[config.mk]
export PLATFORM = sky130hd
export DESIGN_NAME = branch_seq_ctrl
export DESIGN_NICKNAME = d
export VERILOG_FILES = /design/src/rtl/branch_seq_ctrl_pkg.sv /design/src/rtl/branch_hazard_detect.sv /design/src/rtl/branch_seq_ctrl.sv
export SDC_FILE = /design/constraint.sdc
export NUM_CORES = 1
export LEC_CHECK = 0
export CORE_MARGIN = 1
export CORE_UTILIZATION = 49
export DETAILED_ROUTE_END_ITERATION = 10
export HOLD_SLACK_MARGIN = 0.08
export PLACE_DENSITY = 0.95
export SYNTH_ARGS = -nofsm -noshare
export SYNTH_HDL_FRONTEND = slang
export SYNTH_HIERARCHICAL = 1
export SYNTH_SLANG_ARGS = --single-unit
export TNS_END_PERCENT = 10
[constraint.sdc]
create_clock -name clk -period 8.9 [get_ports clk]
set_clock_uncertainty 0.05 [all_clocks]
set_input_delay 1.78 -clock clk [delete_from_list [all_inputs] [get_ports clk]]
set_output_delay 1.78 -clock clk [all_outputs]
set_load 0.02 [all_outputs]
[src/rtl/branch_seq_ctrl_pkg.sv]
// Shared definitions for the branch sequencing controller: opcode, widths,
// FSM encoding and a small helper for merging per-source hazard needs.
package branch_seq_ctrl_pkg;

   localparam logic [6:0] OPC_BRANCH = 7'b1100011;
   localparam int         REG_W      = 5;
   localparam int         XLEN       = 32;
   localparam int         NEED_W     = 2;

   typedef enum logic [1:0] {
      RUN      = 2'd0,
      STALL    = 2'd1,
      REDIRECT = 2'd2
   } state_t;

   function automatic logic [NEED_W-1:0] maxNeed(input logic [NEED_W-1:0] a,
                                                 input logic [NEED_W-1:0] b);
      return (a > b) ? a : b;
   endfunction

endpackage

[src/rtl/branch_hazard_detect.sv]
// Works out how many bubbles the ID-stage branch must wait before its
// operands can be compared: 2 behind an EX load, 1 behind an EX ALU op or MEM load.
module branch_hazard_detect
   import branch_seq_ctrl_pkg::*;
(
   input  logic [REG_W-1:0]  rs1,
   input  logic [REG_W-1:0]  rs2,
   input  logic [REG_W-1:0]  ex_rd,
   input  logic              ex_reg_write,
   input  logic              ex_mem_read,
   input  logic [REG_W-1:0]  mem_rd,
   input  logic              mem_mem_read,
   output logic [NEED_W-1:0] need
);

   logic [NEED_W-1:0] needRs1;
   logic [NEED_W-1:0] needRs2;

   // x0 is hardwired to zero, so a zero source never waits on anything;
   // the EX producer is younger than MEM and always dominates when it matches.
   function automatic logic [NEED_W-1:0] srcNeed(input logic [REG_W-1:0] rs);
      logic [NEED_W-1:0] r;
      r = '0;
      if (rs != '0) begin
         if (ex_reg_write && (ex_rd == rs))
            r = ex_mem_read ? 2'd2 : 2'd1;
         else if (mem_mem_read && (mem_rd == rs))
            r = 2'd1;
      end
      return r;
   endfunction

   always_comb begin
      needRs1 = srcNeed(rs1);
      needRs2 = srcNeed(rs2);
      need    = maxNeed(needRs1, needRs2);
   end

endmodule

[src/rtl/branch_seq_ctrl.sv]
// Branch sequencing controller: stalls an ID-stage branch until its operands
// are ready, then resolves it, redirecting the PC for one cycle when taken.
module branch_seq_ctrl
   import branch_seq_ctrl_pkg::*;
#(
   parameter int CNT_W = 16
)
(
   input  logic             clk,
   input  logic             rst,
   input  logic             id_is_branch,
   input  logic [REG_W-1:0] id_rs1,
   input  logic [REG_W-1:0] id_rs2,
   input  logic [REG_W-1:0] ex_rd,
   input  logic             ex_reg_write,
   input  logic             ex_mem_read,
   input  logic [REG_W-1:0] mem_rd,
   input  logic             mem_mem_read,
   input  logic             branch_taken,
   input  logic [XLEN-1:0]  branch_target,
   output logic             stall_pc,
   output logic             stall_ifid,
   output logic             bubble_idex,
   output logic             flush_ifid,
   output logic             pc_redirect,
   output logic [XLEN-1:0]  redirect_target,
   output logic [CNT_W-1:0] branch_count,
   output logic [CNT_W-1:0] taken_count
);

   state_t            state;
   state_t            nextState;
   logic [NEED_W-1:0] cnt;
   logic [NEED_W-1:0] cntNext;
   logic [NEED_W-1:0] need;
   logic              resolve;

   branch_hazard_detect u_hazard (
      .rs1          (id_rs1),
      .rs2          (id_rs2),
      .ex_rd        (ex_rd),
      .ex_reg_write (ex_reg_write),
      .ex_mem_read  (ex_mem_read),
      .mem_rd       (mem_rd),
      .mem_mem_read (mem_mem_read),
      .need         (need)
   );

   // Next-state and pipeline controls; everything is forced low while in reset
   // so a pending stall or redirect is dropped without reaching the pipeline.
   always_comb begin
      nextState   = state;
      cntNext     = cnt;
      resolve     = 1'b0;
      stall_pc    = 1'b0;
      stall_ifid  = 1'b0;
      bubble_idex = 1'b0;
      flush_ifid  = 1'b0;
      pc_redirect = 1'b0;
      case (state)
         RUN: begin
            if (id_is_branch) begin
               if (need != '0) begin
                  stall_pc    = 1'b1;
                  stall_ifid  = 1'b1;
                  bubble_idex = 1'b1;
                  cntNext     = need - 2'd1;
                  nextState   = (need > 2'd1) ? STALL : RUN;
               end else begin
                  resolve = 1'b1;
                  if (branch_taken)
                     nextState = REDIRECT;
               end
            end
         end
         STALL: begin
            stall_pc    = 1'b1;
            stall_ifid  = 1'b1;
            bubble_idex = 1'b1;
            cntNext     = (cnt != '0) ? cnt - 2'd1 : '0;
            nextState   = (cntNext == '0) ? RUN : STALL;
         end
         REDIRECT: begin
            pc_redirect = 1'b1;
            flush_ifid  = 1'b1;
            bubble_idex = 1'b1;
            nextState   = RUN;
         end
         default: begin
            nextState = RUN;
            cntNext   = '0;
         end
      endcase
      if (rst) begin
         resolve     = 1'b0;
         stall_pc    = 1'b0;
         stall_ifid  = 1'b0;
         bubble_idex = 1'b0;
         flush_ifid  = 1'b0;
         pc_redirect = 1'b0;
      end
   end

   // State, stall countdown, captured target and saturating statistics.
   always_ff @(posedge clk) begin
      if (rst) begin
         state           <= RUN;
         cnt             <= '0;
         redirect_target <= '0;
         branch_count    <= '0;
         taken_count     <= '0;
      end else begin
         state <= nextState;
         cnt   <= cntNext;
         if (resolve) begin
            if (branch_count != '1)
               branch_count <= branch_count + CNT_W'(1);
            if (branch_taken) begin
               redirect_target <= branch_target;
               if (taken_count != '1)
                  taken_count <= taken_count + CNT_W'(1);
            end
         end
      end
   end

endmodule

### After elaboration in Yosys (flattened, before gate mapping)

Index checks and enable logic that the tools add are counted.

| word-level totals | value |
|---|---|
| output and inout port bits | 69 |
| register bits after elaboration | 68 |
| word-level logic and storage cells | 69 |
| bits of input ports | 59 |

| operators by class | value |
|---|---|
| eq/ne operators | 11 |
| reductions and logical operators | 16 |
| $add $sub $neg | 4 |
| $lt $le $gt $ge | 2 |
| bitwise logic cells | 1 |
| multiplexer cells | 30 |

Operators with widths:

| kind | number |
|---|---|
| adder 16 x 1 -> 16 bit, second input constant | 2 |
| != test 16 bit, second input constant | 2 |
| two-way mux 2 bit | 12 |
| == test 5 bit | 4 |
| two-way mux 1 bit | 14 |
| nonzero test 5 bit | 2 |
| case mux 2 bit (3 select lines) | 1 |
| AND reduction 2 bit | 3 |
| AND reduction 3 bit | 2 |
| logical AND 1 bit | 4 |
| logical NOT 2 bit | 2 |
| != test 2 bit, second input constant | 2 |
| case mux 1 bit (2 select lines) | 2 |
| case mux 2 bit (2 select lines) | 1 |
| nonzero test 2 bit | 2 |
| subtractor 2 x 1 -> 2 bit, second input constant | 2 |
| != test 3 bit, second input constant | 1 |
| == test 2 x 1 -> 1 bit, second input constant | 1 |
| == test 2 bit, second input constant | 1 |
| > comparator 2 x 1 -> 1 bit, second input constant | 1 |
| > comparator 2 bit | 1 |
| OR reduction 2 bit | 1 |
| NOT 1 bit | 1 |

### Depth between registers and ports, before layout

Gate-level depths: netlist (run 1).

| logic depth | value |
|---|---|
| word-level depth | 13 |
| mapped depth | 18 |
| depth with buffers taken out | 15 |

### Cells and area by module

Netlist (run 1), hierarchy kept.

By module, submodules not included:

| module | times used | sequential area each (um2) | cells each | area each (um2) |
|---|---|---|---|---|
| branch_seq_ctrl | 1 | 1361.3 | 381 | 3160.5 |
| branch_hazard_detect | 1 | 0.0 | 59 | 411.6 |

### Least setup slack after synthesis (run 1)

No wires, ideal clock.

| timing | value |
|---|---|
| path kind | in2out |
| start point | input id_rs2[1] |
| end point | output stall_pc |
| data required time | 7070 ps |
| buffers on the path | 1 |
| arrival time | 4659 ps |
| cell stages on the path | 15 |
| slack | 2411 ps |
| cell sequence | or4_1 > nor2_1 > nor3_1 > mux2i_1 > inv_1 > ha_1 > or2_2 > o22ai_1 > a22o_1 > inv_1 > ha_1 > nor2b_1 > a31oi_1 > nor2_1 > buf_4 |

| on the way | value |
|---|---|
| cells in the longest elaborated chain, start to end | 12 |
| elaborated cells on any way between the ends | 15 |
| those cells by class | order compare (1); eq/ne (2); mux (8); reduce/logical (4) |

RTL lines:

| what | RTL line | RTL |
|---|---|---|
| from (decl) | branch_seq_ctrl.sv:13 | `input logic [REG_W-1:0] id_rs2,` |
| == test 5 bit | branch_hazard_detect.sv:27 | `else if (mem_mem_read && (mem_rd == rs))` |
| logical AND 1 bit | branch_hazard_detect.sv:27 |  |
| two-way mux 1 bit | branch_hazard_detect.sv:27 |  |
| two-way mux 2 bit | branch_hazard_detect.sv:25 | `if (ex_reg_write && (ex_rd == rs))` |
| two-way mux 2 bit * | branch_hazard_detect.sv:24 | `if (rs != '0) begin` |
| > comparator 2 bit | branch_seq_ctrl_pkg.sv:18 | `return (a > b) ? a : b;` |
| two-way mux 2 bit * | branch_seq_ctrl_pkg.sv:18 |  |
| named net need[0] | branch_seq_ctrl.sv:35 | `logic [NEED_W-1:0] need;` |
| nonzero test 2 bit * | branch_seq_ctrl.sv:63 | `if (need != '0) begin` |
| two-way mux 1 bit * (2 in series) | - |  |
| case mux 1 bit (2 select lines) * | - |  |
| two-way mux 1 bit * | - |  |
| to (decl) | branch_seq_ctrl.sv:21 | `output logic stall_pc,` |

The timed path passes the listed nets; every way through them passes the cells marked *.

### Worst setup path after layout (run 1)

| timing | value |
|---|---|
| start point | input id_rs2[1] |
| end point | output stall_ifid |

| on the way | value |
|---|---|
| cells in the longest elaborated chain, start to end | 12 |
| elaborated cells on any way between the ends | 15 |
| those cells by class | order compare (1); eq/ne (2); mux (8); reduce/logical (4) |

RTL lines:

| what | RTL line | RTL |
|---|---|---|
| == test 5 bit | branch_hazard_detect.sv:27 |  |
| logical AND 1 bit | branch_hazard_detect.sv:27 |  |
| two-way mux 1 bit | branch_hazard_detect.sv:27 |  |
| two-way mux 2 bit | branch_hazard_detect.sv:25 |  |
| two-way mux 2 bit * | branch_hazard_detect.sv:24 |  |
| > comparator 2 bit | branch_seq_ctrl_pkg.sv:18 |  |
| two-way mux 2 bit * | branch_seq_ctrl_pkg.sv:18 |  |
| named net need[0] | branch_seq_ctrl.sv:35 |  |
| nonzero test 2 bit * | branch_seq_ctrl.sv:63 |  |
| two-way mux 1 bit * | branch_seq_ctrl.sv:63 |  |
| two-way mux 1 bit * | branch_seq_ctrl.sv:62 | `if (id_is_branch) begin` |
| case mux 1 bit (2 select lines) * | branch_seq_ctrl.sv:60 | `case (state)` |
| two-way mux 1 bit * | branch_seq_ctrl.sv:94 | `if (rst) begin` |
| to (decl) | branch_seq_ctrl.sv:22 | `output logic stall_ifid,` |

Marks and branches as above.

==> summary.md, run 1 <==
| Metric | Value |
|---|---|
| Grt total ovfl | `0` |
| Register area | `0.00136 mm2` |
| Max Slew Vio Count | `0` |
| Multi-input logic area | `0.00205 mm2` |
| P_sw | `200 uW` |
| First-pass DRT Iterations | `4` |
| Final WL | `9.99 mm` |
| Initial Util | `51.7%` |
| Critical path class | `input port to output pin` |
| Post-synth EDFFs | `0` |
| Die Y | `87.4 um` |
| DR vias | `3,783` |
| Fraction of registers with async set/reset | `0%` |
| Final hold slack | `0.405 ns` |
| CTS tree | `done` |
| Synth Warn # | `6` |
| Total core area | `0.00691 mm2` |
| Die area | `0.00764 mm2` |
| Final Hold Viols | `0` |
| Die W | `87.4 um` |
| P_int | `566 uW` |
| Fill cell count | `504` |
| Worst Tran Pin Value | `1.25 ns` |
| Yosys cell types | `54` |
| Hold crit path type | `flip-flop to flip-flop` |
| Final worst slack | `1.32 ns` |
| Register bit total from synthesis | `68` |
| Worst-path clk slew | `0.08 ns` |
| Reg power frac | `42.1%` |
| Max VDD drop | `0.0000775 V` |
| Hold path startpoint | `redirect_target[0]` |
| CTS Buffer Depth | `2` |
| DR iter-0 viols | `242` |
| FP Rows | `30` |
| CTS resizes | `0` |
| Number of global-route vias before repair | `3,375` |
| Cell count after synthesis | `440` |
| DRC Markers | `0` |
| Vias per cell | `5.73` |
| Skew-Pair Late Insertion Delay | `0.34 ns` |
| Port Buffers | `127` |
| Ant. Diodes | `0` |
| Commonest non-fill, non-tap cell in the layout | `clkdlybuf4s50_1` |
| Setup TNS | `0 ns` |
| First-pass GRT wire length | `15.6 mm` |
| Final HPWL from detailed placement | `7.19 mm` |
| Crit path DAT | `5.75 ns` |
| Status | `finished clean` |
| Most used DFF post-synth | `dfxtp_1` |
| Largest net degree at the start of global routing | `42` |
| Root Buffer | `clkbuf_8` |
| Syn avg cell area | `8.12 um2` |
| Global-route usage over all layers | `25.9%` |
| I/O pin count | `128` |
| Final period utilization | `85.2%` |
| Design Power | `766 uW` |
| Slew headroom | `16.5%` |
| Switch share | `26.1%` |
| Inserted Clock Buffers | `9` |
| Critical Path Start | `id_rs2[1]` |
| Worst Path Required | `7.07 ns` |
| RSZ-0062 raised after global routing | `no` |
| Post-CTS Hold Buffers | `0` |
| Minimum period implied by the final worst setup slack | `7.58 ns` |
| Leakage | `1.75 nW` |
| Clock share of power | `41.2%` |
| Pwr dens | `150 mW/mm2` |
| Syn nets | `512` |
| H-Tree Depth | `3` |
| Worst Setup Start Kind | `input port` |
| Synthesized cell area | `0.00357 mm2` |
| Clock sinks | `68` |
| Share of cells above drive strength 1 | `6.74%` |
| Most frequent cells in the layout | `clkdlybuf4s50_1 (126), nand2_1 (89), dfxtp_1 (68)` |
| # nets final | `631` |
| RePlAce Congestion | `0.869` |
| Launch point of the worst reg-to-reg path | `state[0]` |
| Post-synthesis sequential area ratio | `38.1%` |
| Initial antenna violation count | `0` |
| Routed Antenna Nets | `0` |
| Drt wl/cell | `15.1 um` |
| Area Overhead vs Synth | `43.2%` |
| Combinational share of power | `16.7%` |
| Crit end category | `output pin` |
| Worst slack, placed | `1.37 ns` |
| Non-filler cells, final | `660` |
| Max-Cap Viols | `0` |
| # setup viols final | `0` |
| Postcts setup bufs | `0` |
| Top fanout value on the critical path | `3` |
| Maximum clock frequency | `0.132 GHz` |
| Placed cell count | `644` |
## cells by family after synthesis
logic type	Yosys count	synth area share, %
fa+ha+maj	13	4.55
mux	16	4.80
xor+xnor	20	4.90
simple gates	198	28.0
buf+inv	36	4.55
compound gates	89	15.1
flops	68	38.1
## per-layer routing
metal | GRT usage (%) | share of wire, %
met1 | 30.6 | 40
met2 | 46.4 | 52
met3 | 3.32 | 6.2
met4 | 11.9 | 2.0
met5 | 0 | 0
## state kept, by name, indices dropped and copies added (netlist names)
register,flops
branch_count,16
state,2
taken_count,16
cnt,2
redirect_target,32
## worst max-delay path, stage by stage
cell	delay, ns
clkdlybuf4s50_1	0.47
or4_1	0.54
nor2_1	0.17
nor3_1	0.09
mux2i_1	0.27
inv_1	0.09
ha_1	0.31
or2_2	0.30
o22ai_1	0.12
a22o_1	0.19
inv_1	0.07
ha_1	0.23
nor2b_1	0.21
a31oi_1	0.11
nor2_1	0.15
clkdlybuf4s50_1	0.64
## area by class of cell
type,instances,share of cell area [%]
flip-flops and latches,68,26.6
clock inverters,7,2.42
clock buffers,9,2.42
repair buffers,129,25.0
well taps,96,2.35
multi-input cells,336,40.0
inverters,15,1.10
## synth_stat cells (7+ instances only)
| cell type | number | area (um2) |
|---|---|---|
| mux2_2 | 9 | 101 |
| xnor2_1 | 20 | 175 |
| or4_1 | 13 | 97.6 |
| ha_1 | 13 | 163 |
| nor2b_1 | 11 | 68.8 |
| nand4_1 | 9 | 56.3 |
| dfxtp_1 | 68 | 1360 |
| inv_1 | 15 | 56.3 |
| clkbuf_1 | 12 | 45.0 |
| nand3_1 | 17 | 85.1 |
| o31ai_1 | 9 | 67.6 |
| a21oi_1 | 55 | 275 |
| nand2_1 | 89 | 334 |
| nor3_1 | 11 | 55.1 |
| mux2i_1 | 7 | 70.1 |
| nor2_1 | 18 | 67.6 |
## power groups by stage
stage | Sequential, mW | Clock, mW | Combinational, mW
after floorplan | 0.337 | 0 | 0.0583
after global placement | 0.329 | 0 | 0.123
after detailed placement | 0.329 | 0 | 0.127
after CTS | 0.322 | 0.319 | 0.127
after global routing | 0.324 | 0.331 | 0.138
final | 0.322 | 0.316 | 0.128
## stage by stage
stage | area, um2 | utilization (%)
CTS | 5110 | 74.1
detailed placement | 4870 | 70.5
finish | 5110 | 74.1
floorplan | 3570 | -
global placement | 4870 | 70.5
global route | 5110 | 74.1
## path summary, 6_finish.rpt
kind | endpoint | slack, ns | cells past startpoint
setup / recovery | stall_ifid | 1.32 | 16
hold / removal | redirect_target[0] | 0.40 | 2
setup reg to reg | taken_count[12] | 6.06 | 6
hold reg to reg | redirect_target[0] | 0.40 | 2
Power figures use the tool's default switching activity.
==> inputs of run 2 (changes only) <==
--- a/config.mk
+++ b/config.mk
@@ -5,8 +5,10 @@
 export SDC_FILE = /design/constraint.sdc
 export NUM_CORES = 1
 export LEC_CHECK = 0
+export CELL_PAD_IN_SITES_DETAIL_PLACEMENT = 1
+export CELL_PAD_IN_SITES_GLOBAL_PLACEMENT = 1
 export CORE_MARGIN = 1
-export CORE_UTILIZATION = 49
+export CORE_UTILIZATION = 35
 export DETAILED_ROUTE_END_ITERATION = 10
 export HOLD_SLACK_MARGIN = 0.08
 export PLACE_DENSITY = 0.95
==> summary.md, run 2 (synthesized netlist as in run 1, its figures left out) <==
| Metric | Value |
|---|---|
| Hold crit path type | `flip-flop to flip-flop` |
| Post-CTS Hold Buffers | `0` |
| Max-Cap Viols | `0` |
| Final period utilization | `84.9%` |
| Top flop regs | `redirect_target x32, branch_count x16, taken_count x16` |
| Max Slew Vio Count | `0` |
| Grt total ovfl | `0` |
| Leakage | `1.74 nW` |
| Drt wl/cell | `16.6 um` |
| Status | `finished clean` |
| Skew-Pair Late Insertion Delay | `0.33 ns` |
| Root Buffer | `clkbuf_8` |
| Die Y | `103 um` |
| Maximum clock frequency | `0.132 GHz` |
| Area Overhead vs Synth | `44.2%` |
| Postcts setup bufs | `0` |
| # nets final | `631` |
| Final WL | `11.6 mm` |
| Final Hold Viols | `0` |
| Global-route usage over all layers | `21.6%` |
| Slew headroom | `18.9%` |
| Most frequent cells in the layout | `clkdlybuf4s50_1 (126), nand2_1 (89), dfxtp_1 (68)` |
| Worst-path clk slew | `0.07 ns` |
| Crit path DAT | `5.72 ns` |
| CP max stage delay | `0.63 ns` |
| I/O pin count | `128` |
| Die W | `103 um` |
| Final HPWL from detailed placement | `8.77 mm` |
| Routed Antenna Nets | `0` |
| Ant. Diodes | `0` |
| DRC Markers | `0` |
| Largest net degree at the start of global routing | `77` |
| Crit end category | `output pin` |
| DR iter-0 viols | `101` |
| Critical path class | `input port to output pin` |
| Inserted Clock Buffers | `9` |
| First-pass GRT wire length | `18.0 mm` |
| Critical-path cell list | `clkdlybuf4s50_1, or4_1, nor2_1, nor3_1, mux2i_1, inv_1, ha_1, or2_2, o22ai_1, a22o_1, inv_1, ha_1, nor2b_1, a31oi_1, nor2_1, clkdlybuf4s50_1` |
| Placed cell count | `681` |
| Clock sinks | `68` |
| Non-filler cells, final | `696` |
| Design Power | `759 uW` |
| Port Buffers | `127` |
| Top fanout value on the critical path | `3` |
| Worst Tran Pin Value | `1.22 ns` |
| First-pass DRT Iterations | `4` |
| Initial antenna violation count | `0` |
| Worst Setup Start Kind | `input port` |
| # setup viols final | `0` |
| Max VDD drop | `0.0000920 V` |
| Minimum period implied by the final worst setup slack | `7.55 ns` |
| Commonest non-fill, non-tap cell in the layout | `clkdlybuf4s50_1` |
| FP Rows | `36` |
| Critical path's slowest cell | `clkdlybuf4s50_1` |
| Die area | `0.0106 mm2` |
| CTS tree | `done` |
| Worst Path Required | `7.07 ns` |
| CTS Buffer Depth | `2` |
| Most flops, register | `redirect_target` |
| Vias per cell | `5.37` |
| Share of cells above drive strength 1 | `6.57%` |
| H-Tree Depth | `3` |
| Setup TNS | `0 ns` |
| CTS resizes | `0` |
| Initial Util | `36.4%` |
| Total core area | `0.00982 mm2` |
| Pwr dens | `147 mW/mm2` |
| RePlAce Congestion | `0.846` |
| RSZ-0062 raised after global routing | `no` |
| DR vias | `3,739` |
| Number of global-route vias before repair | `3,863` |
| Largest register FFs | `32` |
run 2: final timing paths:
kind                                          start                  end  slack, ns  cells past startpoint
worst min register to register  redirect_target[17]  redirect_target[17]       0.41                      2
worst max-delay path                      id_rs2[1]           stall_ifid       1.35                     16
worst min-delay path            redirect_target[17]  redirect_target[17]       0.41                      2
worst max register to register             state[0]  redirect_target[16]       6.05                      6
run 2: cell type report:
class / count / area [um2]
Clock buffer: 9 / 124
Clock inverter: 6 / 114
Fill cell: 1169 / 4670
Inverter: 15 / 56.3
Multi-Input combinational cell: 336 / 2050
Sequential cell: 68 / 1360
Tap cell: 133 / 166
Timing Repair Buffer: 129 / 1280
run 2: layer usage:
layer	global-route usage, %	part of all wire, %
met1	22.8	39
met2	40.8	51
met3	4.81	7.1
met4	9.32	2.3
met5	0	0
run 2: critical path: cells and delay by family:
family	cells	cell delay (ns)
compound gates	3	0.45
fa+ha+maj	2	0.56
buf+inv	4	1.26
mux	1	0.24
simple gates	6	1.43
run 2: power by group:
part           switching, mW  internal [mW]  leakage, nW
combinational         0.0665         0.0641         1.08
clock                  0.120          0.185        0.112
sequential           0.00866          0.314        0.550
total                  0.195          0.563         1.74
run 2: through the flow:
step | hold slack (ns) | instance area, um2 | worst slack (ns) | util [%]
final | 0.414 | 5150 | 1.35 | 52.5
after global routing | 0.436 | 5150 | 1.10 | 52.5
after CTS | 0.414 | 5150 | 1.35 | 52.5
after detailed placement | 0.400 | 4910 | 1.37 | 50.0
after global placement | 0.391 | 4910 | 1.53 | 50.0
after floorplan | 0.411 | 3570 | 2.41 | -
==> inputs of run 3 (changes only) <==
--- a/config.mk
+++ b/config.mk
@@ -8,10 +8,10 @@
 export CELL_PAD_IN_SITES_DETAIL_PLACEMENT = 1
 export CELL_PAD_IN_SITES_GLOBAL_PLACEMENT = 1
 export CORE_MARGIN = 1
-export CORE_UTILIZATION = 35
+export CORE_UTILIZATION = 32
 export DETAILED_ROUTE_END_ITERATION = 10
 export HOLD_SLACK_MARGIN = 0.08
-export PLACE_DENSITY = 0.95
+export PLACE_DENSITY = 0.91
 export SYNTH_ARGS = -nofsm -noshare
 export SYNTH_HDL_FRONTEND = slang
 export SYNTH_HIERARCHICAL = 1
==> constraint.sdc (replaced) <==
create_clock -name clk -period 7.7 [get_ports clk]
set_clock_uncertainty 0.05 [all_clocks]
set_input_delay 1.54 -clock clk [delete_from_list [all_inputs] [get_ports clk]]
set_output_delay 1.54 -clock clk [all_outputs]
set_load 0.02 [all_outputs]
==> summary.md, run 3 (synthesized netlist as in run 1, its figures left out) <==
| Metric | Value |
|---|---|
| Status | `finished clean` |
| Final instance area | `0.00515 mm2` |
| Routed Antenna Nets | `0` |
| RePlAce Congestion | `0.809` |
| Critical-path cell list | `clkdlybuf4s50_1, or4_1, nor2_1, nor3_1, mux2i_1, inv_1, ha_1, or2_2, o22ai_1, a22o_1, inv_1, ha_1, nor2b_1, a31oi_1, nor2_1, clkdlybuf4s50_1` |
| Slew headroom | `34.3%` |
| RR Endpoint | `redirect_target[27]` |
| CP max stage delay | `0.65 ns` |
| Placed Area | `0.00493 mm2` |
| DR vias | `3,673` |
| Minimum period implied by the final worst setup slack | `7.13 ns` |
| FP Rows | `38` |
| Critical path class | `input port to output pin` |
| CTS Buffer Depth | `2` |
| Clock sinks | `68` |
| Setup TNS | `0 ns` |
| Most flops, register | `redirect_target` |
| Final WL | `10.9 mm` |
| Postcts setup bufs | `0` |
| Max VDD drop | `0.0000967 V` |
| DR iter-0 viols | `130` |
| Area Overhead vs Synth | `44.3%` |
| Launch point of the worst reg-to-reg path | `state[0]` |
| RSZ-0062 raised after global routing | `no` |
| First-pass DRT Iterations | `4` |
| Worst Setup Start Kind | `input port` |
| Max-Cap Viols | `0` |
| Largest net degree at the start of global routing | `77` |
| Skew-Pair Late Insertion Delay | `0.35 ns` |
| Grt total ovfl | `0` |
| Largest register FFs | `32` |
| Die Y | `108 um` |
| Post-CTS Hold Buffers | `0` |
| # setup viols final | `0` |
| First-pass GRT wire length | `17.5 mm` |
| R2R setup slack | `4.96 ns` |
| CP Capture Point | `stall_ifid` |
| # nets final | `632` |
| Initial antenna violation count | `0` |
| Drt wl/cell | `15.5 um` |
| CTS tree | `done` |
| Worst Path Required | `6.11 ns` |
| DRC Markers | `0` |
| R2r worst-path depth | `7` |
| Port Buffers | `127` |
| Hold crit path type | `flip-flop to flip-flop` |
| Number of global-route vias before repair | `3,733` |
| Vias per cell | `5.21` |
| Final hold slack | `0.410 ns` |
| Placed cell count | `689` |
| Max Slew Vio Count | `0` |
| Total core area | `0.0108 mm2` |
| Most frequent cells in the layout | `clkdlybuf4s50_1 (126), nand2_1 (89), dfxtp_1 (68)` |
| Die W | `108 um` |
| Ant. Diodes | `0` |
| Die area | `0.0116 mm2` |
| Final period utilization | `92.6%` |
| Crit end category | `output pin` |
| Crit path DAT | `5.54 ns` |
| Inserted Clock Buffers | `9` |
| Commonest non-fill, non-tap cell in the layout | `clkdlybuf4s50_1` |
| Share of cells above drive strength 1 | `6.90%` |
| H-Tree Depth | `3` |
| Worst-path clk slew | `0.07 ns` |
| Initial Util | `33.0%` |
| Critical path's slowest cell | `clkdlybuf4s50_1` |
| Worst Tran Pin Value | `0.985 ns` |
| Pwr dens | `166 mW/mm2` |
| Critical Path Start | `id_rs2[1]` |
| Design Power | `855 uW` |
| Maximum clock frequency | `0.140 GHz` |
| Top flop regs | `redirect_target x32, branch_count x16, taken_count x16` |
| I/O pin count | `128` |
| Top fanout value on the critical path | `3` |
| Final HPWL from detailed placement | `8.42 mm` |
| Root Buffer | `clkbuf_8` |
| Leakage | `1.73 nW` |
| Global-route usage over all layers | `18.9%` |
| CTS resizes | `0` |
| Non-filler cells, final | `705` |
| Final Hold Viols | `0` |
## run 3: layout make-up
type / instances / area [um2]
multi-input cells: 336 / 2050
flip-flops and latches: 68 / 1360
fillers: 1312 / 5690
clock buffers: 9 / 124
well taps: 140 / 175
repair buffers: 130 / 1290
clock inverters: 7 / 100
inverters: 15 / 56.3
## run 3: worst max-delay path: cells and delay by family
| kind | cells | cell delay [ns] |
|---|---|---|
| fa+ha+maj | 2 | 0.54 |
| mux | 1 | 0.23 |
| simple gates | 6 | 1.49 |
| compound gates | 3 | 0.44 |
| buf+inv | 4 | 1.30 |
## run 3: stage by stage
step	util [%]	setup slack (ns)
finish	47.5	0.573
global route	47.5	0.302
CTS	47.5	0.556
detailed placement	45.5	0.579
global placement	45.5	0.801
floorplan	-	1.69
## run 3: per-layer routing
| layer | wire (um) | global-route usage, % |
|---|---|---|
| met5 | 0 | 0 |
| met4 | 95 | 5.68 |
| met3 | 669 | 4.00 |
| met2 | 5660 | 35.8 |
| met1 | 4500 | 21.0 |
## run 3: power by group
part	internal (mW)	total (mW)	leakage, nW	switching [mW]
clock network	0.184	0.331	0.102	0.147
registers	0.363	0.373	0.550	0.00986
logic	0.0746	0.150	1.08	0.0759
total	0.622	0.855	1.73	0.233
## run 3: worst min-delay path by stage
stage / start / to / slack (ns) / cells past startpoint
2_1_floorplan: cnt[1] / state[0] / 0.41 / 2
3_3_place_gp: redirect_target[5] / redirect_target[5] / 0.39 / 2
3_5_place_dp: redirect_target[0] / redirect_target[0] / 0.40 / 2
4_1_cts: redirect_target[0] / redirect_target[0] / 0.41 / 2
5_1_grt: redirect_target[7] / redirect_target[7] / 0.43 / 2
6_report: redirect_target[9] / redirect_target[9] / 0.41 / 2
